`config.mk`:
```
export PLATFORM = sky130hd
export DESIGN_NAME = draw_pipes_flat
export DESIGN_NICKNAME = d
export VERILOG_FILES = /design/src/rtl/game_pkg.sv /design/src/rtl/vga_if.sv /design/src/rtl/lfsr16.sv /design/src/rtl/draw_pipes.sv /design/src/flat_wrapper.sv
export SDC_FILE = /design/constraint.sdc
export NUM_CORES = 1
export LEC_CHECK = 0
export CORE_UTILIZATION = 50
export CTS_CLUSTER_DIAMETER = 200
export DETAILED_ROUTE_END_ITERATION = 8
export GPL_TIMING_DRIVEN = 1
export PLACE_DENSITY = 0.74
export SLEW_MARGIN = 25
export SYNTH_ARGS = -nofsm -noshare
export SYNTH_HDL_FRONTEND = slang
export SYNTH_SLANG_ARGS = --single-unit
```
`constraint.sdc`:
```
create_clock -name clk -period 5.6 [get_ports clk]
set_input_delay 1.68 -clock clk [delete_from_list [all_inputs] [get_ports clk]]
set_output_delay 1.68 -clock clk [all_outputs]
set_load 0.02 [all_outputs]
```
`src/rtl/game_pkg.sv`:
```
// game_pkg: shared screen geometry, palette and pipe defaults.
// Also holds the pixel-coordinate types used by the pipe layer.
package game_pkg;

  localparam int H_ACTIVE = 800;
  localparam int V_ACTIVE = 600;

  localparam logic [11:0] COL_PIPE  = 12'h2A2;
  localparam logic [11:0] COL_SKY   = 12'h4CF;
  localparam logic [11:0] COL_BLANK = 12'h000;

  localparam logic [15:0] LFSR_SEED = 16'hACE1;

  localparam int PIPE_X0  = 800;
  localparam int PIPE_GY0 = 250;
  localparam int GY_BASE  = 100;

  typedef logic [10:0] px_t;
  typedef logic [9:0]  gy_t;

  function automatic logic [11:0] right_edge(
    input px_t x,
    input int  w
  );
    return {1'b0, x} + 12'(w);
  endfunction

endpackage

```
`src/rtl/vga_if.sv`:
```
// vga_if: VGA timing bundle with pixel counters.
// The producer drives through out, the consumer samples through in.
interface vga_if;

  logic [10:0] hcount;
  logic        hsync;
  logic        hblnk;
  logic [10:0] vcount;
  logic        vsync;
  logic        vblnk;

  modport out (
    output hcount, hsync, hblnk,
    output vcount, vsync, vblnk
  );

  modport in (
    input hcount, hsync, hblnk,
    input vcount, vsync, vblnk
  );

endinterface

```
`src/rtl/lfsr16.sv`:
```
// lfsr16: free-running 16-bit Fibonacci LFSR,
// polynomial x^16+x^14+x^13+x^11+1, right-shifting.
module lfsr16
  import game_pkg::*;
(
  input  logic        clk,
  input  logic        rst,
  output logic [15:0] q
);

  logic fb;

  assign fb = q[0] ^ q[2] ^ q[3] ^ q[5];

  always_ff @(posedge clk or negedge rst) begin
    if (!rst) begin
      q <= LFSR_SEED;
    end else begin
      q <= {fb, q[15:1]};
    end
  end

endmodule

```
`src/rtl/draw_pipes.sv`:
```
// draw_pipes: scrolling pipe layer composited under the bird layer.
// Tracks pipe positions, score and sticky collision; 1-clock latency.
module draw_pipes
  import game_pkg::*;
#(
  parameter int NUM_PIPES    = 3,
  parameter int PIPE_WIDTH   = 80,
  parameter int PIPE_SPACING = 300,
  parameter int GAP_H        = 200,
  parameter int SCROLL_SPEED = 2,
  parameter int BIRD_X       = 400
) (
  input  logic        clk,
  input  logic        rst,
  input  logic        game_rst,
  input  logic        play_en,
  vga_if.in           vin,
  input  logic [11:0] rgb_in,
  input  logic        valid_in,
  vga_if.out          vout,
  output logic [11:0] rgb_out,
  output logic        collision,
  output logic [7:0]  score
);

  px_t px     [NUM_PIPES];
  gy_t gy     [NUM_PIPES];
  px_t px_nxt [NUM_PIPES];
  gy_t gy_nxt [NUM_PIPES];

  logic [NUM_PIPES-1:0] hit;
  logic [NUM_PIPES-1:0] pass;
  logic [15:0] lfsr;
  logic [11:0] h, v;
  logic [11:0] rgb_nxt;
  logic [7:0]  score_nxt;
  logic        tick, blank, is_pipe;
  logic        lfsr_unused;

  lfsr16 u_lfsr (
    .clk (clk),
    .rst (rst),
    .q   (lfsr)
  );

  assign lfsr_unused = ^lfsr[15:8];

  assign h       = {1'b0, vin.hcount};
  assign v       = {1'b0, vin.vcount};
  assign tick    = (vin.hcount == '0) && (vin.vcount == '0);
  assign blank   = vin.hblnk | vin.vblnk;
  assign is_pipe = |hit;

  always_comb begin
    for (int i = 0; i < NUM_PIPES; i++) begin
      hit[i] = (h >= {1'b0, px[i]}) &&
               (h < right_edge(px[i], PIPE_WIDTH)) &&
               ((v < {2'b0, gy[i]}) ||
                (v >= {2'b0, gy[i]} + 12'(GAP_H)));
    end
  end

  always_comb begin
    score_nxt = score;
    for (int i = 0; i < NUM_PIPES; i++) begin
      px_nxt[i] = px[i];
      gy_nxt[i] = gy[i];
      pass[i]   = 1'b0;
      if (tick && play_en) begin
        if (px[i] > px_t'(SCROLL_SPEED)) begin
          px_nxt[i] = px[i] - px_t'(SCROLL_SPEED);
        end else begin
          // wrap behind the last pipe, keeping the sub-step remainder
          px_nxt[i] = px[i] - px_t'(SCROLL_SPEED)
                    + px_t'(NUM_PIPES * PIPE_SPACING);
          gy_nxt[i] = gy_t'(GY_BASE) + gy_t'(lfsr[7:0]);
        end
        pass[i] =
          (right_edge(px[i], PIPE_WIDTH) > 12'(BIRD_X)) &&
          (right_edge(px_nxt[i], PIPE_WIDTH) <= 12'(BIRD_X));
      end
      if (pass[i] && score_nxt != 8'hFF) begin
        score_nxt = score_nxt + 8'd1;
      end
    end
  end

  always_ff @(posedge clk or negedge rst) begin
    if (!rst) begin
      for (int i = 0; i < NUM_PIPES; i++) begin
        px[i] <= px_t'(PIPE_X0 + i * PIPE_SPACING);
        gy[i] <= gy_t'(PIPE_GY0);
      end
      score     <= '0;
      collision <= 1'b0;
    end else if (game_rst) begin
      for (int i = 0; i < NUM_PIPES; i++) begin
        px[i] <= px_t'(PIPE_X0 + i * PIPE_SPACING);
        gy[i] <= gy_t'(PIPE_GY0);
      end
      score     <= '0;
      collision <= 1'b0;
    end else begin
      for (int i = 0; i < NUM_PIPES; i++) begin
        px[i] <= px_nxt[i];
        gy[i] <= gy_nxt[i];
      end
      score <= score_nxt;
      if (play_en && !blank && valid_in && is_pipe) begin
        collision <= 1'b1;
      end
    end
  end

  always_comb begin
    if (blank) begin
      rgb_nxt = COL_BLANK;
    end else if (valid_in) begin
      rgb_nxt = rgb_in;
    end else if (is_pipe) begin
      rgb_nxt = COL_PIPE;
    end else begin
      rgb_nxt = COL_SKY;
    end
  end

  always_ff @(posedge clk or negedge rst) begin
    if (!rst) begin
      rgb_out     <= COL_BLANK;
      vout.hcount <= '0;
      vout.hsync  <= 1'b0;
      vout.hblnk  <= 1'b0;
      vout.vcount <= '0;
      vout.vsync  <= 1'b0;
      vout.vblnk  <= 1'b0;
    end else begin
      rgb_out     <= rgb_nxt;
      vout.hcount <= vin.hcount;
      vout.hsync  <= vin.hsync;
      vout.hblnk  <= vin.hblnk;
      vout.vcount <= vin.vcount;
      vout.vsync  <= vin.vsync;
      vout.vblnk  <= vin.vblnk;
    end
  end

endmodule

```
`src/flat_wrapper.sv`:
```
// flat-port wrapper written by rule: the top's interface ports become plain ports
module draw_pipes_flat import game_pkg::*;
#(
  parameter int NUM_PIPES    = 3,
  parameter int PIPE_WIDTH   = 80,
  parameter int PIPE_SPACING = 300,
  parameter int GAP_H        = 200,
  parameter int SCROLL_SPEED = 2,
  parameter int BIRD_X       = 400
)
  (clk, rst, game_rst, play_en, rgb_in, valid_in, rgb_out, collision, score, vin_hcount, vin_hsync, vin_hblnk, vin_vcount, vin_vsync, vin_vblnk, vout_hcount, vout_hsync, vout_hblnk, vout_vcount, vout_vsync, vout_vblnk);
  vga_if vin_i ();
  vga_if vout_i ();
  input  logic clk;
  input  logic rst;
  input  logic game_rst;
  input  logic play_en;
  input  logic [11:0] rgb_in;
  input  logic valid_in;
  output logic [11:0] rgb_out;
  output logic collision;
  output logic [7:0] score;
  input wire logic [$bits(vin_i.hcount)-1:0] vin_hcount;
  input wire logic [$bits(vin_i.hsync)-1:0] vin_hsync;
  input wire logic [$bits(vin_i.hblnk)-1:0] vin_hblnk;
  input wire logic [$bits(vin_i.vcount)-1:0] vin_vcount;
  input wire logic [$bits(vin_i.vsync)-1:0] vin_vsync;
  input wire logic [$bits(vin_i.vblnk)-1:0] vin_vblnk;
  output wire logic [$bits(vout_i.hcount)-1:0] vout_hcount;
  output wire logic [$bits(vout_i.hsync)-1:0] vout_hsync;
  output wire logic [$bits(vout_i.hblnk)-1:0] vout_hblnk;
  output wire logic [$bits(vout_i.vcount)-1:0] vout_vcount;
  output wire logic [$bits(vout_i.vsync)-1:0] vout_vsync;
  output wire logic [$bits(vout_i.vblnk)-1:0] vout_vblnk;
  assign vin_i.hcount = vin_hcount;
  assign vin_i.hsync = vin_hsync;
  assign vin_i.hblnk = vin_hblnk;
  assign vin_i.vcount = vin_vcount;
  assign vin_i.vsync = vin_vsync;
  assign vin_i.vblnk = vin_vblnk;
  assign vout_hcount = vout_i.hcount;
  assign vout_hsync = vout_i.hsync;
  assign vout_hblnk = vout_i.hblnk;
  assign vout_vcount = vout_i.vcount;
  assign vout_vsync = vout_i.vsync;
  assign vout_vblnk = vout_i.vblnk;
  draw_pipes #(.NUM_PIPES(NUM_PIPES), .PIPE_WIDTH(PIPE_WIDTH), .PIPE_SPACING(PIPE_SPACING), .GAP_H(GAP_H), .SCROLL_SPEED(SCROLL_SPEED), .BIRD_X(BIRD_X)) u_core (.clk(clk), .rst(rst), .game_rst(game_rst), .play_en(play_en), .vin(vin_i), .rgb_in(rgb_in), .valid_in(valid_in), .vout(vout_i), .rgb_out(rgb_out), .collision(collision), .score(score));
endmodule
```
-- After elaboration in Yosys (flattened, before gate mapping)
Cells that the tools add are included.
- bits in registers: 126
- input port bits: 43
- output and inout port bits: 47
- word-level logic and storage cells: 124
- $add $sub $neg: 19
- magnitude comparators: 21
- equal/unequal tests: 6
- mux-type cells: 29
- bitwise gates (word level): 4
- reduce and logical (&&, ||, !) cells: 29
- operators by type and width (kind ; number):
    11-bit two-way mux ; 10
    11-bit by 7-bit adder with 12-bit output (second input constant) ; 6
    10-bit two-way mux ; 6
    11-bit by 12-bit greater-or-equal comparator with 1-bit output ; 3
    12-bit by 9-bit greater-than comparator with 1-bit output (second input constant) ; 3
    12-bit by 9-bit <= comparator with 1-bit output (second input constant) ; 3
    11-bit by 12-bit < comparator with 1-bit output ; 3
    10-bit by 8-bit adder with 11-bit output (second input constant) ; 3
    11-bit by 10-bit adder with 11-bit output (second input constant) ; 3
    11-bit greater-or-equal comparator ; 3
    11-bit by 2-bit greater-than comparator with 1-bit output (second input constant) ; 3
    11-bit by 10-bit < comparator with 1-bit output ; 3
    33-bit two-way mux ; 1
    11-bit by 2-bit subtractor with 11-bit output (second input constant) ; 3
    8-bit two-way mux ; 4
    30-bit two-way mux ; 1
    8-bit by 1-bit adder with 8-bit output (second input constant) ; 3
    12-bit two-way mux ; 2
    8-bit inequality test (second input constant) ; 3
    11-bit logical NOT ; 2
    1-bit logical AND ; 17
    7-bit by 8-bit adder with 9-bit output (first input constant) ; 1
    2-bit inequality test (second input constant) ; 3
    2-bit AND reduction ; 3
    7 further kinds ; 16

-- Longest topological paths before layout
Gate-level depths: netlist of run 1.
- depth in word-level cells: 17
- gate-level depth with buffers: 23
- mapped depth without buffers: 23

-- Cells and area by module
A second synthesis of run 1 with hierarchy kept.
- cell total of the unflattened synthesis: 1130
- area, all modules: 10181.0 um^2
- modules (own cells, without submodules) (module ; times used ; cells an instance ; area an instance (um^2) ; seq. area each (um^2)):
    draw_pipes ; 1 ; 1111 ; 9744.3 ; 2641.3
    lfsr16 ; 1 ; 19 ; 436.7 ; 410.4

-- Worst setup path after synthesis of run 1
Ideal clock, no wire load.
- path type: flip-flop to flip-flop
- from: register u_core.px[23] (netlist name)
- to: register u_core.score[7]
- setup time: 78 ps
- arrival time: 5950 ps
- data required time: 5522 ps
- setup slack: -428 ps
- stages on the path, launching flop included: 24
- buffers on the path: 0
- period minus slack after synthesis: 6028 ps
- cells stage by stage: dfrtp_1 -> inv_1 -> ha_1 -> xor2_1 -> ha_1 -> inv_1 -> nor4_2 -> xnor2_1 -> ha_1 -> or3_1 -> o221ai_1 -> a31oi_2 -> a2111oi_4 -> xnor2_1 -> inv_1 -> ha_1 -> and3_1 -> a21oi_1 -> mux2_2 -> ha_1 -> o21ai_0 -> o41ai_4 -> or4_1 -> a21oi_1
- word-level cells in the longest chain between the ends: 17
- elaborated cells between the ends (all ways): 22
- those cells by class: add/sub (6); order compare (3); eq/ne (2); mux (7); reduce/logical (4)
- RTL lines (item ; RTL line ; RTL):
    start, declared ; draw_pipes.sv:26 ; px_t px [NUM_PIPES];
    start signal, assigned by index ; draw_pipes.sv:91 ; px[i] <= px_t'(PIPE_X0 + i * PIPE_SPACING);
    start signal, assigned by index ; draw_pipes.sv:98 ; px[i] <= px_t'(PIPE_X0 + i * PIPE_SPACING);
    start signal, assigned by index ; draw_pipes.sv:105 ; px[i] <= px_nxt[i];
    11-bit by 2-bit subtractor with 11-bit output ; draw_pipes.sv:71, draw_pipes.sv:74 ;
    11-bit by 10-bit adder with 11-bit output ; draw_pipes.sv:75 ; + px_t'(NUM_PIPES * PIPE_SPACING);
    11-bit two-way mux ; draw_pipes.sv:70 ; if (px[i] > px_t'(SCROLL_SPEED)) begin
    11-bit two-way mux ; draw_pipes.sv:69 ; if (tick && play_en) begin
    11-bit by 7-bit adder with 12-bit output ; game_pkg.sv:25 ; return {1'b0, x} + 12'(w);
    12-bit by 9-bit <= comparator with 1-bit output ; draw_pipes.sv:80 ; (right_edge(px_nxt[i], PIPE_WIDTH) <= 12'(BIRD_X));
    1-bit logical AND * ; draw_pipes.sv:79 ; (right_edge(px[i], PIPE_WIDTH) > 12'(BIRD_X)) &&
    1-bit two-way mux * ; draw_pipes.sv:69 ;
    1-bit logical AND * ; draw_pipes.sv:82 ; if (pass[i] && score_nxt != 8'hFF) begin
    8-bit two-way mux * ; draw_pipes.sv:82 ;
    parallel branches: the longest is 2 deep, another holds 8-bit by 1-bit adder with 8-bit output ; -- ;
    8-bit two-way mux * ; draw_pipes.sv:82 ;
    parallel branches: the longest is 2 deep, another holds 8-bit by 1-bit adder with 8-bit output ; -- ;
    8-bit two-way mux * ; draw_pipes.sv:82 ;
    8-bit two-way mux * ; draw_pipes.sv:96 ; end else if (game_rst) begin
    end signal, assigned ; draw_pipes.sv:108 ; score <= score_nxt;
    end, declared ; draw_pipes.sv:23 ; output logic [7:0] score
Mark *: on every way between the ends. The select of a mux whose other input is x is not followed.
A chain may end at the register's enable or synchronous reset.

-- Worst setup path in the final report of run 1
- from: input vin_hcount[5]
- to: register u_core.score[0]
- word-level cells in the longest chain between the ends: 13
- elaborated cells between the ends (all ways): 17
- those cells by class: add/sub (2); eq/ne (2); mux (7); reduce/logical (6)
- RTL lines (item ; RTL line ; RTL):
    start, declared ; flat_wrapper.sv:23 ; input wire logic [$bits(vin_i.hcount)-1:0] vin_hcount;
    11-bit logical NOT * ; draw_pipes.sv:50 ; assign tick = (vin.hcount == '0) && (vin.vcount == '0);
    1-bit logical AND * ; draw_pipes.sv:50 ;
    1-bit logical AND * ; draw_pipes.sv:69 ;
    parallel branches: the longest is 8 deep, another holds 8-bit by 1-bit adder with 8-bit output ; -- ;
    8-bit two-way mux * ; draw_pipes.sv:82 ;
    8-bit two-way mux * ; draw_pipes.sv:96 ;
Mark *: on every way between the ends.

==> impl_metrics.json, run 1 <==
{
  "outcome": "finished clean",
  "cts_buffers": 17,
  "fillers": 1566,
  "cts_sinks": 120,
  "grt_max_degree": 52,
  "synth_seq_cells": 120,
  "worst-path-buf-inv": 6,
  "drc": 0,
  "netlist_instances": 1092,
  "p_total_uw": 2280,
  "required_ps": 5890,
  "final_common_cell": "ha_1",
  "hp-class": "register to register",
  "syn_area_sq_mm": 0.00991,
  "clockBufferDepth": 2,
  "drt_iter0_drc": 541,
  "critical_path.top_delay_family": "buffers and inverters",
  "synth_ff_type": "dfrtp_1",
  "worst_pin_slew_ps": 975,
  "path_class": "input port to register",
  "start_kind": "input port",
  "arrival_ps": 5810,
  "ant_nets": 0,
  "final_cells": 1529,
  "postSynth.asyncResetShare_pct": 100,
  "synth_warnings": 0,
  "grt_overflow": 0,
  "synth_nets": 1261,
  "synth_top_cell_by_area": "dfrtp_1",
  "clk_pin_slew_ps": 60,
  "dieWidth_microns": 143,
  "grt_first_pass_wirelength_microns": 45400,
  "design.portCount": 90,
  "root_buffer": "clkbuf_16",
  "routed_wl_microns": 27700,
  "slew_headroom_pct": 34.9,
  "hpwl_microns": 20300,
  "die_area_sq_mm": 0.0204,
  "port_buffers": 89,
  "finalClockSkew_ps": 10.2,
  "place_congestion": 0.944,
  "synth_top_area_share_pct": 20.5,
  "final_cell_mix": "ha_1 (123), buf_4 (94), dfrtp_1 (81)",
  "fp.dieH_microns": 143,
  "drv_cap": 0,
  "antennaDiodeCount": 0,
  "power_density_mw_per_mm2": 182,
  "cpPeakStageDelay_ps": 460,
  "dp.cells": 1492,
  "slew_viol_final": 0,
  "first_pass_iters": 5,
  "fp-row-count": 51,
  "hold_viol": 0,
  "htree_num_levels": 4,
  "avgRoutedWirePerCell_microns": 18.1,
  "areaGrowthSynthToFinish_pct": 26.3,
  "fin_nets": 1420,
  "drive_gt1_share_pct": 18.2,
  "cts_tree": "yes",
  "slowest_stage": "clkdlybuf4s50_1",
  "crit_chain": "clkdlybuf4s50_1 > nor4_4 > nand2_1 > nor2_2 > o2111ai_2 > buf_4 > a2111oi_4 > buf_4 > buf_4 > mux2_4 > buf_4 > or3_4 > a32oi_2 > o211ai_2 > o41ai_4 > buf_4 > xor2_1 > nor2_1",
  "coreArea_sq_mm": 0.0195,
  "endpoint_kind": "register",
  "ir_drop_mv": 0.284,
  "power.leakage_uw": 0.00557,
  "start_util_pct": 50.9,
  "syn-mean-instance-area_sq_um": 9.07,
  "antenna_found_initial": 0,
  "critPathMaxFanout": 6,
  "seq_area_sq_mm": 0.00305,
  "fmax_mhz": 181,
  "avgViaCountPerCell": 5.88,
  "synth_edf_count": 0,
  "synth_area_leaders": "dfrtp_1 (20%), ha_1 (16%), dfstp_2 (10%)",
  "postCtsHoldBufs": 0,
  "cp_common_cell": "buf_4",
  "clock_latency_ps": 430,
  "num_vias": 8984,
  "first_global_vias": 9071,
  "period_minus_slack_ps": 5510,
  "yosysSeqAreaShare_pct": 30.8,
  "ys_types": 88,
  "multi_input_comb_area_sq_mm": 0.00661,
  "setup_viol": 0,
  "grtUsageTotal_pct": 28.5,
  "period_share_pct": 98.5
}
## per-stage QoR
stage	worst slack, ps	setup TNS, ps	area (sq um)	hold slack, ps	util (%)
2_1_floorplan	4.91	0	9950	331	-
3_3_place_gp	-511	-3410	11700	334	59.9
3_5_place_dp	-606	-4160	11700	335	59.9
4_1_cts	2.70	0	12300	347	63.4
5_1_grt	-52.8	-211	12500	358	64.3
6_report	86.5	0	12500	346	64.3
## area by class of cell
class / instances / area share, %
clock buffers: 22 / 3.71
multi-input cells: 852 / 52.8
clock inverters: 10 / 1.14
inverters: 78 / 2.34
repair buffers: 182 / 12.9
flip-flops and latches: 120 / 24.4
well taps: 265 / 2.65
## power breakdown
group	internal (uW)	switching, uW	leakage [uW]
Combinational	111	130	0.00380
Sequential	885	5.12	0.00147
Clock	726	421	0.000295
Total	1720	555	0.00557
## Yosys cell counts, types with 5 or more instances
library cell and n:
ha_1 126, dfrtp_1 81, nand2_1 80, inv_1 77, nor2_1 73, xnor2_1 63, a21oi_1 54, o21ai_0 51
dfstp_2 39, nand3_1 37, clkbuf_1 36, a21o_1 34, o21a_1 34, nand2b_1 15, o211ai_1 15, xor2_1 15
and3_1 14, nor3_1 14, nor4_1 14, or3_1 14, a211oi_1 12, a31oi_1 12, mux2_2 11, mux2i_1 8
nand4_1 8, nor2b_1 8, or4_1 7, and2_1 6, nor3b_1 6, nor4b_1 6, a2111oi_0 5, o21bai_1 5
o311ai_0 5
## final timing paths
path | depth (start not counted) | endpoint | slack (ps) | start
min reg2reg | 0 | u_core.u_lfsr.q[8]$_DFF_PN0_ | 350 | u_core.u_lfsr.q[9]$_DFF_PN0_
min | 0 | u_core.u_lfsr.q[8]$_DFF_PN0_ | 350 | u_core.u_lfsr.q[9]$_DFF_PN0_
min in group asynchronous | 1 | u_core.rgb_out[6]$_DFF_PN0_ | 1280 | rst
max in group asynchronous | 2 | u_core.px[27]$_DFFE_PN1P_ | 3310 | rst
max | 18 | u_core.score[0]$_DFF_PN0_ | 90 | vin_hcount[5]
max reg2reg | 18 | u_core.score[7]$_DFF_PN0_ | 180 | u_core.px[23]$_DFFE_PN0P_
## flip-flops by register name (all words and copies together) (netlist names)
| register | count |
|---|---|
| u_core.score | 8 |
| u_core.u_lfsr.q | 16 |
| u_core.vout.hblnk | 1 |
| u_core.gy | 27 |
| u_core.px | 30 |
| u_core.vout.hsync | 1 |
| u_core.collision | 1 |
| u_core.rgb_out | 12 |
| u_core.vout.vsync | 1 |
| u_core.vout.hcount | 11 |
| u_core.vout.vblnk | 1 |
| u_core.vout.vcount | 11 |
## what timing repair did
action                                  in CTS  in global routing
endpoints found under the setup margin       7                  8
gates resized for setup                     12                 31
pin swaps                                    0                 15
buffers inserted                             0                  5
## routing by layer
metal  vias to the layer above  share of wire [%]  track usage [%]
met1                      4333                 44             36.8
met2                       304                 48             47.3
met3                        54                5.5             4.43
met4                         0                2.4             11.9
met5                         -                  0                0
li1                       4293                  -                -
## logic make-up (layout without fill, tap and decap cells)
family | count (synthesis) | in the layout | share of synthesized area [%]
and+or+nand+nor | 332 | 332 | 17.7
AOI/OAI and AO/OA | 294 | 294 | 21.5
adders and majority gates | 126 | 126 | 15.9
DFF | 120 | 120 | 30.8
buffers and inverters | 120 | 292 | 4.64
xor gates and xnor gates | 80 | 80 | 7.23
muxes | 20 | 20 | 2.21
(Power assumes the default switching activity.)
==> inputs of run 2 (changes only) <==
--- a/config.mk
+++ b/config.mk
@@ -8,7 +8,7 @@
 export CORE_UTILIZATION = 50
 export CTS_CLUSTER_DIAMETER = 200
 export DETAILED_ROUTE_END_ITERATION = 8
-export GPL_TIMING_DRIVEN = 1
+export GPL_TIMING_DRIVEN = 0
 export PLACE_DENSITY = 0.74
 export SLEW_MARGIN = 25
 export SYNTH_ARGS = -nofsm -noshare
==> impl_metrics.json, run 2 (synthesis results as in run 1) <==
{
  "cts_buffers": 17,
  "final_common_cell": "ha_1",
  "grt_overflow": 0,
  "hp-class": "register to register",
  "rsz0062_at_grt": "true",
  "areaGrowthSynthToFinish_pct": 25.3,
  "coreArea_sq_mm": 0.0195,
  "grt_max_degree": 83,
  "setup_viol": 1,
  "hpwl_microns": 19800,
  "start_kind": "register",
  "dieWidth_microns": 143,
  "ant_nets": 0,
  "avgViaCountPerCell": 5.91,
  "p_total_uw": 2120,
  "seq_area_sq_mm": 0.00305,
  "antenna_found_initial": 0,
  "root_buffer": "clkbuf_16",
  "slew_headroom_pct": 38.5,
  "die_area_sq_mm": 0.0204,
  "cts_sinks": 120,
  "slew_viol_final": 0,
  "largest_register_ffs": 30,
  "arrival_ps": 5970,
  "final_cell_mix": "ha_1 (122), dfrtp_1 (79), nand2_1 (78)",
  "period_share_pct": 100,
  "num_vias": 8992,
  "endpoint_kind": "register",
  "outcome": "complete, but fails checks",
  "clock_latency_ps": 430,
  "grt_first_pass_wirelength_microns": 44200,
  "fp-row-count": 51,
  "clockBufferDepth": 2,
  "start_util_pct": 50.9,
  "regMostFlops": "u_core.px",
  "fin_nets": 1413,
  "clk_pin_slew_ps": 60,
  "first_pass_iters": 5,
  "critPathMaxFanout": 8,
  "drive_gt1_share_pct": 17.0,
  "tns_ps": -17.0,
  "grtUsageTotal_pct": 28.3,
  "worst_pin_slew_ps": 922,
  "fmax_mhz": 178,
  "place_congestion": 0.894,
  "required_ps": 5950,
  "hold_viol": 0,
  "period_minus_slack_ps": 5620,
  "finalClockSkew_ps": 12.7,
  "routed_wl_microns": 28000,
  "path_class": "register to register",
  "violations": "negative setup slack",
  "fp.dieH_microns": 143,
  "drc": 0,
  "fillers": 1608,
  "power_density_mw_per_mm2": 171,
  "reg_top3": "u_core.px x30, u_core.gy x27, u_core.u_lfsr.q x16",
  "htree_num_levels": 4,
  "design.portCount": 90,
  "antennaDiodeCount": 0,
  "cts_tree": "yes",
  "port_buffers": 88,
  "holdWs_ps": 351,
  "drv_cap": 0,
  "worst_slack_ps": -17.0,
  "first_global_vias": 8662,
  "power.leakage_uw": 0.00535,
  "avgRoutedWirePerCell_microns": 18.4,
  "ir_drop_mv": 0.200,
  "drt_iter0_drc": 639,
  "multi_input_comb_area_sq_mm": 0.00674
}
-- run 2: cell count changes in the layout (fill, tap and decap cells not counted), moves of 6 or more --
| cell | before | now |
|---|---|---|
| buf_4 | 94 | 46 |
| clkbuf_1 | 3 | 32 |
| clkdlybuf4s50_1 | 74 | 68 |
| clkinvlp_4 | 1 | 7 |
| dlygate4sd2_1 | 1 | 15 |
| dlymetal6s2s_1 | 13 | 4 |
-- run 2: worst paths after layout --
| check | from | end | slack (ps) | depth (start not counted) |
|---|---|---|---|---|
| max in group asynchronous | rst | u_core.gy[14]$_DFFE_PN1P_ | 3720 | 2 |
| min reg2reg | u_core.u_lfsr.q[9]$_DFF_PN0_ | u_core.u_lfsr.q[8]$_DFF_PN0_ | 350 | 0 |
| min in group asynchronous | rst | u_core.rgb_out[10]$_DFF_PN0_ | 1120 | 1 |
| max reg2reg | u_core.px[23]$_DFFE_PN0P_ | u_core.score[2]$_DFF_PN0_ | -20 | 24 |
| min | u_core.u_lfsr.q[9]$_DFF_PN0_ | u_core.u_lfsr.q[8]$_DFF_PN0_ | 350 | 0 |
| max | u_core.px[23]$_DFFE_PN0P_ | u_core.score[2]$_DFF_PN0_ | -20 | 24 |
-- run 2: what timing repair did --
| action | 4_1_cts | 5_1_grt |
|---|---|---|
| gates cloned | 0 | 0 |
| hold buffers | 0 | 0 |
| setup endpoints to repair | 8 | 10 |
| setup buffers | 22 | 25 |
| pin swaps | 15 | 27 |
| resized for setup | 50 | 38 |
-- run 2: cell type report --
class / instances / area share [%]
clock inverters: 14 / 0.827
repair buffers: 136 / 10.3
multi-input cells: 852 / 54.3
plain buffers: 39 / 1.39
flip-flops and latches: 120 / 24.6
clock buffers: 18 / 3.46
well taps: 265 / 2.67
inverters: 78 / 2.42
-- run 2: metrics by stage --
step                      util [%]  setup slack (ps)  area, sq um  instances
after floorplan                  -              4.91         9950       1092
after global placement        57.4             -1850        11200       1445
after detailed placement      57.6             -1500        11200       1446
after CTS                     61.9              7.26        12000       1500
after global routing          63.8              -208        12400       1522
final                         63.8             -17.0        12400       1522
-- run 2: layer usage --
metal	vias up	wire, microns	GRT usage (%)
met5	-	0	0
met4	0	689	10.8
met3	67	1520	4.59
met2	320	13600	47.0
met1	4312	12200	36.8
li1	4293	-	-
-- run 2: worst max-delay path: stages, from the launching register on --
cell	delay [ps]
dfrtp_2	430
inv_4	90
ha_4	150
or4b_4	460
buf_6	160
and2_1	210
a31oi_2	190
ha_1	260
or3_4	380
o221ai_4	190
a31oi_4	150
a2111oi_4	320
buf_4	220
buf_6	110
nand2_4	50
nand2_4	60
ha_4	170
inv_4	40
or4b_4	580
o21ai_4	190
o31ai_4	110
buf_4	150
nand2b_1	140
o311ai_0	460
mux2i_1	230
-- run 2: report_power, final --
| group | switching (uW) | internal, uW | total [uW] |
|---|---|---|---|
| registers | 4.79 | 885 | 890 |
| clock network | 437 | 564 | 1000 |
| logic | 129 | 96.6 | 226 |
| total | 571 | 1550 | 2120 |
